## src/rtl/axil_read_burst.sv

```systemverilog
// axil_read_burst: AXI4-Lite read master issuing count single-beat reads from a base address, up to MAX_OUTSTANDING in flight.
// Ports: clk/rst (async active-low); start_* command handshake; s_axil_ar*/r* AXI-Lite read channels;
// out_* valid/ready result stream with last flag; busy, done pulse, sticky err.
// Optional: define AXIL_READ_ERR_ABORT_EN to stop a command at its first non-OKAY response.
module axil_read_burst #(
    parameter int ADDR_WIDTH      = 16,
    parameter int DATA_WIDTH      = 32,
    parameter int COUNT_WIDTH     = 8,
    parameter int MAX_OUTSTANDING = 4
) (
    input  logic                   clk,
    input  logic                   rst,
    input  logic                   start_valid,
    output logic                   start_ready,
    input  logic [ADDR_WIDTH-1:0]  start_addr,
    input  logic [COUNT_WIDTH-1:0] start_count,
    output logic [ADDR_WIDTH-1:0]  s_axil_araddr,
    output logic [2:0]             s_axil_arprot,
    output logic                   s_axil_arvalid,
    input  logic                   s_axil_arready,
    input  logic [DATA_WIDTH-1:0]  s_axil_rdata,
    input  logic [1:0]             s_axil_rresp,
    input  logic                   s_axil_rvalid,
    output logic                   s_axil_rready,
    output logic [DATA_WIDTH-1:0]  out_data,
    output logic [1:0]             out_resp,
    output logic                   out_last,
    output logic                   out_valid,
    input  logic                   out_ready,
    output logic                   busy,
    output logic                   done,
    output logic                   err
);
    localparam int SHIFT = (DATA_WIDTH == 64) ? 3 : 2;
`ifdef AXIL_READ_ERR_ABORT_EN
    localparam bit ABORT_EN = 1'b1;
`else
    localparam bit ABORT_EN = 1'b0;
`endif

    typedef enum logic [1:0] {IDLE, RUN, FIN} state_t;

    state_t                 state_q, state_d;
    logic [ADDR_WIDTH-1:0]  base_q, base_d, araddr_q, araddr_d;
    logic [COUNT_WIDTH-1:0] count_q, count_d, issued_q, issued_d, received_q, received_d;
    logic [3:0]             outst_q, outst_d;
    logic                   arvalid_q, arvalid_d, out_valid_q, out_valid_d, out_last_q, out_last_d;
    logic                   err_q, err_d, abort_q, abort_d;
    logic [DATA_WIDTH-1:0]  out_data_q, out_data_d;
    logic [1:0]             out_resp_q, out_resp_d;
    logic                   ar_hs, r_hs, out_hs, keep, ar_hold;

    assign start_ready    = state_q == IDLE;
    assign busy           = state_q != IDLE;
    assign done           = state_q == FIN;
    assign err            = err_q;
    assign s_axil_araddr  = araddr_q;
    assign s_axil_arprot  = 3'b000;
    assign s_axil_arvalid = arvalid_q;
    // Once aborted, leftover responses are drained and dropped regardless of the consumer.
    assign s_axil_rready  = abort_q || !out_valid_q || out_ready;
    assign out_data       = out_data_q;
    assign out_resp       = out_resp_q;
    assign out_last       = out_last_q;
    assign out_valid      = out_valid_q;

    assign ar_hs   = arvalid_q && s_axil_arready;
    assign ar_hold = arvalid_q && !s_axil_arready;
    assign r_hs    = state_q == RUN && s_axil_rvalid && s_axil_rready;
    assign out_hs  = out_valid_q && out_ready;
    assign keep    = r_hs && !abort_q;

    always_comb begin
        state_d     = state_q;
        base_d      = base_q;
        count_d     = count_q;
        issued_d    = issued_q;
        received_d  = received_q;
        outst_d     = outst_q;
        arvalid_d   = arvalid_q;
        araddr_d    = araddr_q;
        out_valid_d = out_valid_q;
        out_last_d  = out_last_q;
        out_data_d  = out_data_q;
        out_resp_d  = out_resp_q;
        err_d       = err_q;
        abort_d     = abort_q;
        case (state_q)
            IDLE: if (start_valid) begin
                base_d     = start_addr;
                count_d    = start_count;
                araddr_d   = start_addr;
                arvalid_d  = start_count != '0;
                issued_d   = '0;
                received_d = '0;
                outst_d    = '0;
                err_d      = 1'b0;
                abort_d    = 1'b0;
                state_d    = start_count == '0 ? FIN : RUN;
            end
            RUN: begin
                issued_d = issued_q + COUNT_WIDTH'(ar_hs);
                outst_d  = outst_q + 4'(ar_hs) - 4'(r_hs);
                if (r_hs && s_axil_rresp[1]) begin
                    err_d   = 1'b1;
                    abort_d = ABORT_EN;
                end
                if (out_hs) begin
                    out_valid_d = 1'b0;
                    out_last_d  = 1'b0;
                end
                if (keep) begin
                    out_valid_d = 1'b1;
                    out_data_d  = s_axil_rdata;
                    out_resp_d  = s_axil_rresp;
                    out_last_d  = (received_q + COUNT_WIDTH'(1) == count_q) || (ABORT_EN && s_axil_rresp[1]);
                    received_d  = received_q + COUNT_WIDTH'(1);
                end
                // A presented AR must stay put until accepted, even after an abort.
                arvalid_d = ar_hold || (issued_d < count_q && outst_d < 4'(MAX_OUTSTANDING) && !abort_d);
                araddr_d  = ar_hold ? araddr_q : base_q + (ADDR_WIDTH'(issued_d) << SHIFT);
                if (abort_d ? (outst_d == '0 && !arvalid_d && !out_valid_d) : (out_hs && out_last_q))
                    state_d = FIN;
            end
            FIN:     state_d = IDLE;
            default: state_d = IDLE;
        endcase
    end

    always_ff @(posedge clk or negedge rst) begin
        if (!rst) begin
            state_q     <= IDLE;
            base_q      <= '0;
            count_q     <= '0;
            issued_q    <= '0;
            received_q  <= '0;
            outst_q     <= '0;
            arvalid_q   <= 1'b0;
            araddr_q    <= '0;
            out_valid_q <= 1'b0;
            out_last_q  <= 1'b0;
            out_data_q  <= '0;
            out_resp_q  <= '0;
            err_q       <= 1'b0;
            abort_q     <= 1'b0;
        end else begin
            state_q     <= state_d;
            base_q      <= base_d;
            count_q     <= count_d;
            issued_q    <= issued_d;
            received_q  <= received_d;
            outst_q     <= outst_d;
            arvalid_q   <= arvalid_d;
            araddr_q    <= araddr_d;
            out_valid_q <= out_valid_d;
            out_last_q  <= out_last_d;
            out_data_q  <= out_data_d;
            out_resp_q  <= out_resp_d;
            err_q       <= err_d;
            abort_q     <= abort_d;
        end
    end
endmodule

```

## config.mk

```make
export PLATFORM = sky130hd
export DESIGN_NAME = axil_read_burst
export DESIGN_NICKNAME = d
export VERILOG_FILES = /design/src/rtl/axil_read_burst.sv
export SDC_FILE = /design/constraint.sdc
export NUM_CORES = 1
export LEC_CHECK = 0
export ABC_AREA = 1
export BUFFER_PORTS_ARGS = -buffer_cell sky130_fd_sc_hd__buf_2
export CAP_MARGIN = 20
export CORE_MARGIN = 2
export CORE_UTILIZATION = 40
export CTS_CLUSTER_SIZE = 16
export DETAILED_ROUTE_END_ITERATION = 8
export PLACE_DENSITY_LB_ADDON = 0.08
export SLEW_MARGIN = 20
export SYNTH_ARGS = -nofsm -noshare
export SYNTH_HDL_FRONTEND = slang
export SYNTH_SLANG_ARGS = --single-unit
```

## constraint.sdc

```tcl
create_clock -name clk -period 7.1 [get_ports clk]
set_clock_uncertainty 0.05 [all_clocks]
set_input_delay 1.42 -clock clk [delete_from_list [all_inputs] [get_ports clk]]
set_output_delay 1.42 -clock clk [all_outputs]
set_load 0.05 [all_outputs]
```

# Yosys cells after proc, flatten, opt, wreduce, memory -nomap -nowiden
# Index checks and enable logic that the tools add are counted.
[totals]
register_bits = 101
latch_bits = 0
ram_bits = 0
rom_bits = 0
input_bits = 64
output_inout_bits = 61
memories = 0
[op_classes]
add_sub_neg = 5
multipliers = 0
div = 0
order_cmp = 2
n_eq_ne = 8
shift = 0
muxes = 27
bitwise_logic = 0
reduce_logical = 36
[ops]
columns = ["op", "n"]
rows = [
  ["2-to-1 mux 16 bit", 2],
  ["case mux 16 bit (2 select lines)", 1],
  ["case mux 8 bit (2 select lines)", 2],
  ["adder 16 x 10 -> 16 bit", 1],
  ["2-to-1 mux 8 bit", 2],
  ["logical AND 1 bit", 12],
  ["2-to-1 mux 1 bit", 11],
  ["AND reduction 2 bit", 5],
  ["AND reduction 3 bit", 3],
  ["adder 8 x 1 -> 8 bit", 1],
  ["adder 8 x 1 -> 8 bit, second input constant", 1],
  ["== test 8 bit", 1],
  ["logical NOT 8 bit", 1],
  ["less-than comparator 8 bit", 1],
  ["case mux 4 bit (2 select lines)", 1],
  ["nonzero test 8 bit", 1],
  ["logical NOT 1 bit", 6],
  ["2-to-1 mux 2 bit", 3],
  ["!= test 2 bit, second input constant", 3],
  ["case mux 1 bit (2 select lines)", 3],
  ["nonzero test 2 bit", 3],
  ["adder 4 x 1 -> 4 bit", 1],
  ["logical NOT 4 bit", 1],
  ["less-than comparator 4 x 3 -> 1 bit, second input constant", 1],
  ["other kinds (8)", 11],
]

# Depth between registers and ports, before layout
[logic_depth]
word_depth = 16
depth_mapped = 20
mapped_depth_nobuf = 20

# Worst setup path after synthesis
# No wires, ideal clock.
[synth_path]
kind = "input to register"
start = "input out_ready"
end = "register state_q[0]"
setup_time_ns = 0.132
arrival_ns = 3.545
t_required_ns = 6.918
path_slack_ns = 3.373
stages = 14
path_buffers = 0
cell_sequence = "inv_1 -> nand3_1 -> nand2_1 -> nor2_1 -> ha_1 -> inv_1 -> ha_1 -> fa_1 -> inv_1 -> nand3_1 -> nor3_1 -> nand2_1 -> nand2_1 -> o21ai_0"
[synth_between]
elab_chain_cells = 14
[synth_rtl]
columns = ["element", "line_no", "rtl"]
rows = [
  ["start: declaration", "29", "input logic out_ready,"],
  ["logical OR 1 bit (*)", "61", "assign s_axil_rready = abort_q || !out_valid_q || out_ready;"],
  ["named net s_axil_rready", "24", "output logic s_axil_rready,"],
  ["logical AND 1 bit (*)", "69", "assign r_hs = state_q == RUN && s_axil_rvalid && s_axil_rready;"],
  ["parallel branches: the longest is 9 deep, another holds subtractor 4 x 1 -> 4 bit", "--", ""],
  ["2-to-1 mux 1 bit (*)", "122", "if (abort_d ? (outst_d == '0 && !arvalid_d && !out_valid_d) : (out_hs && out_last_q))"],
  ["!= test 2 x 1 -> 1 bit (no line) (*)", "--", ""],
  ["AND reduction 2 bit (no line) (*)", "--", ""],
  ["end signal: assignment", "147", "state_q <= state_d;"],
  ["end: declaration", "43", "state_t state_q, state_d;"],
]
# Mark *: on every way through the listed nets, which the timed path passes. The select of a mux whose other input is x is not followed.
# A chain may end at the register's enable or synchronous reset.

# Worst setup path after layout
[layout_path]
start = "input s_axil_arready"
end = "register araddr_q[12] (netlist: s_axil_araddr[12])"
[layout_between]
elab_chain_cells = 5
[layout_rtl]
columns = ["element", "line_no", "rtl"]
rows = [
  ["start: declaration", "20", "input logic s_axil_arready,"],
  ["logical AND 1 bit", "67", "assign ar_hs = arvalid_q && s_axil_arready;"],
  ["adder 8 x 1 -> 8 bit", "102", "issued_d = issued_q + COUNT_WIDTH'(ar_hs);"],
  ["adder 16 x 10 -> 16 bit", "121", "araddr_d = ar_hold ? araddr_q : base_q + (ADDR_WIDTH'(issued_d) << SHIFT);"],
  ["2-to-1 mux 16 bit", "121", ""],
  ["case mux 16 bit (2 select lines)", "88", "case (state_q)"],
  ["end signal: assignment", "154", "araddr_q <= araddr_d;"],
  ["end: declaration", "44", "logic [ADDR_WIDTH-1:0] base_q, base_d, araddr_q, araddr_d;"],
]
# Parallel ways exist; a longest one is shown, timed or not. The select of a mux whose other input is x is not followed.

==> qor.log <==
qor: status.run_status finished, final reports clean
qor: power.p_int 0.00159 W
qor: layout.antenna_cells 0
qor: global_route.grt_start_max_net_pins 58
qor: sta.timing.setup.tns 0 ps
qor: die.floorplan.rows 42
qor: global_route.grt_first_pass_wirelength 21600 um
qor: setup_path.timing.critical_path.fanout_max 6
qor: power.power.combinational.fraction 53.4%
qor: sta.grt_setup_unrepaired no
qor: global_route.global_route.usage.total 18.9%
qor: logic_synthesis.synth.cell_area 5440 um2
qor: setup_path.worst-setup-path-type in -> reg
qor: die.ioPinCount 125
qor: logic_synthesis.synth-seq-area-share 46.4%
qor: place.final_wtd_congestion 0.844
qor: logic_synthesis.synth_most_common_cell nand2_1
qor: global_route.first_global_vias 4480
qor: die.die_width 121 um
qor: logic_synthesis.netlist_top_cells_count nand2_1 (199), dfrtp_1 (101), inv_1 (80), nor2_1 (43), nand3_1 (40)
qor: power.sequentialPowerShare 30.4%
qor: logic_synthesis.synth_area_leader_cell dfrtp_1
qor: logic_synthesis.post_synth_main_area_contributors dfrtp_1 (46%), nand2_1 (14%), mux2_1 (7.0%), inv_1 (5.5%), ha_1 (5.1%)
qor: die.dieArea 14600 um2
qor: layout.syn2layout_area_growth 19.5%
qor: logic_synthesis.synthArstFlopShare 100%
qor: sta.slew_headroom 43.1%
qor: sta.finalCritPeriodShare 51.0%
qor: power.switchingPower 0.00162 W
qor: sta.finalHoldWorstSlack 426 ps
qor: detailed_routing.post_drt_via_cell_ratio 4.86
qor: power.netSwitchingFraction 50.4%
qor: global_route.grt-ovfl-total 0
qor: logic_synthesis.postSynthRegisterBits 101
qor: power.peakVddDrop 0.000303 V
qor: sta.tightest_slew 851 ps
qor: layout.final_layout_size_suffix_gt1_share 19.5%
qor: clock_network.post_cts.repair.setup_buffers 0
qor: die.dieHeight 121 um
qor: detailed_routing.route.vias.total 4628
qor: clock_network.clkTransAtPathRegs 70 ps
qor: setup_path.critical_path.reg2reg.startpoint state_q[0]$_DFFE_PN0P_
qor: sta.report.final.slew_viol_count 0
qor: worst_hold_path.hp-start base_q[1]$_DFFE_PN0P_
qor: detailed_routing.firstDrtPassIters 6
qor: detailed_routing.top_layer_used met4
qor: detailed_routing.detailroute.wirelength.met3 658 um
qor: logic_synthesis.synth-edff-count 0
qor: logic_synthesis.postSynthAreaPerCell 8.29 um2
qor: sta.final_critical_period 3620 ps
qor: sta.final-hold-violation-count 0
qor: logic_synthesis.dominantRegCellSynth dfrtp_1
qor: clock_network.tritoncts_num_sinks 101
qor: sta.final-setup-viol-count 0
qor: logic_synthesis.synth_warnings 0
qor: power.p_per_area 495 nW/um2
qor: clock_network.root_buffer clkbuf_16
qor: clock_network.clock_latency 360 ps
qor: clock_network.clock_tree.htree_level_count 3
qor: sta.timing.fmax 276 MHz
qor: clock_network.cts_buffers 9
qor: logic_synthesis.post_synth_inst_count 656
qor: worst_hold_path.hold_class reg -> reg
qor: clock_network.clockBufferDepth 2
qor: place.io_buffer_count 121
qor: detailed_routing.first_iter_violations 183
qor: layout.fillerInstances 1321
qor: setup_path.start_kind input port
qor: die.initial_utilization 41.1%
qor: detailed_routing.drc_errors 0
qor: clock_network.cts_tree built
qor: setup_path.setup.worst_path.end_class flop
qor: detailed_routing.routedWlPerCell 13.8 um
qor: layout.multi_input_area 2510 um2
qor: logic_synthesis.netlist.area_leader.share 46.4%
qor: power.clock_power_share 16.2%
qor: detailed_routing.drt.antenna.violating_nets 0
qor: global_route.antenna_violations_before_repair 0
qor: layout.final_nets 859
qor: place.detailed_place_hpwl 9720 um
qor: setup_path.setup.worst_path.start s_axil_arready
qor: die.core_area 13200 um2
qor: setup_path.cp_data_required_time 7300 ps
qor: logic_synthesis.synth_cell_types 36
qor: power.static-leakage-power 3.46 nW
qor: detailed_routing.met2WireLength 6070 um
qor: setup_path.data_arrival_time_at_the_worst_slack_endpoint 3820 ps
qor: clock_network.cts_resized 0
qor: clock_network.cts_hold_buf 0
qor: job.maxCapViolations 0
qor: detailed_routing.wl 13100 um
qor: detailed_routing.routedLengthMet1 6090 um
qor: layout.register_area 2530 um2
[cell families (layout without fill, tap and decap cells)]
logic type / Yosys count / after routing / synth area share (%)
buffers and inverters: 103 / 221 / 7.59
AO/OA/AOI/OAI: 76 / 76 / 7.91
AND/OR/NAND/NOR: 309 / 309 / 23.9
flip-flops: 101 / 101 / 46.4
multiplexers: 34 / 34 / 7.04
XOR/XNOR: 8 / 8 / 1.29
adder cells (fa/ha/maj): 24 / 24 / 5.79
other: 1 / 3 / 0.0689
[sequential cells by signal, summed over array words and instances, names as in the netlist]
signal / flops
out_valid: 1
state_q: 2
out_last: 1
s_axil_araddr: 16
out_data: 32
issued_q: 8
outst_q: 4
count_q: 8
base_q: 16
received_q: 8
out_resp: 2
s_axil_arvalid: 1
err: 1
abort_q: 1
[placed cells by master, fill, tap and decap left out, types with 12 or more instances in the layout]
cell and instances:
nand2_1 199, buf_2 120, dfrtp_1 101, inv_1 80
nor2_1 43, nand3_1 40, o21ai_0 34, mux2_1 34
ha_1 22, a21oi_1 18, nand4_1 12
[power by group through the flow]
stage	registers, W	clock network [W]	logic (W)
global placement	0.000979	0	0.00172
global route	0.00101	0.000558	0.00188
detailed placement	0.000987	0	0.00174
finish	0.000977	0.000521	0.00172
CTS	0.000981	0.000535	0.00174
floorplan	0.00151	0	0.000788
[critical path, stage by stage]
cell and delay (ps):
buf_2 90, nand2_1 60, inv_1 60, ha_1 170, nand3_1 100, nor2_1 180
nand4_1 130, or2_2 290, nand2_1 80, inv_1 70, ha_1 330, nand2_1 120
inv_1 40, a21oi_1 130, nand2_1 150, nand3_1 110, nand2_1 50, o21ai_0 170
nand2_1 60
[area by class of cell]
cell class / instances / share of cell area (%)
tap: 176 / 3.39
multi-input combinational: 454 / 38.6
timing repair buffer: 123 / 9.59
clock inverter: 3 / 0.654
inverter: 82 / 4.74
clock buffer: 13 / 4.16
sequential: 101 / 38.9
[worst paths after layout]
path | to | slack [ps] | depth (start not counted)
setup / recovery | s_axil_araddr[12]$_DFFE_PN0P_ | 3480 | 19
hold / removal | base_q[1]$_DFFE_PN0P_ | 430 | 2
setup reg to reg | received_q[1]$_DFFE_PN0P_ | 4150 | 6
hold reg to reg | base_q[1]$_DFFE_PN0P_ | 430 | 2
max in group asynchronous | s_axil_araddr[6]$_DFFE_PN0P_ | 4850 | 2
min in group asynchronous | received_q[5]$_DFFE_PN0P_ | 1010 | 1
[through the flow]
step                      setup slack (ps)  total power [W]  instances  util, %  instance area (um2)
final                                 3480          0.00322        952     49.1                 6500
after global routing                  3180          0.00345        952     49.1                 6500
after CTS                             3510          0.00326        952     49.1                 6500
after detailed placement              3150          0.00273        936     46.7                 6190
after global placement                3200          0.00270        936     46.7                 6190
after floorplan                       3370          0.00230        658        -                 5450
[metal layers]
metal,up-vias,global-route usage (%)
met3,17,2.97
met5,-,0
met2,126,31.1
met1,2150,24.3
met4,0,8.79
li1,2335,-
(Power assumes the default switching activity.)
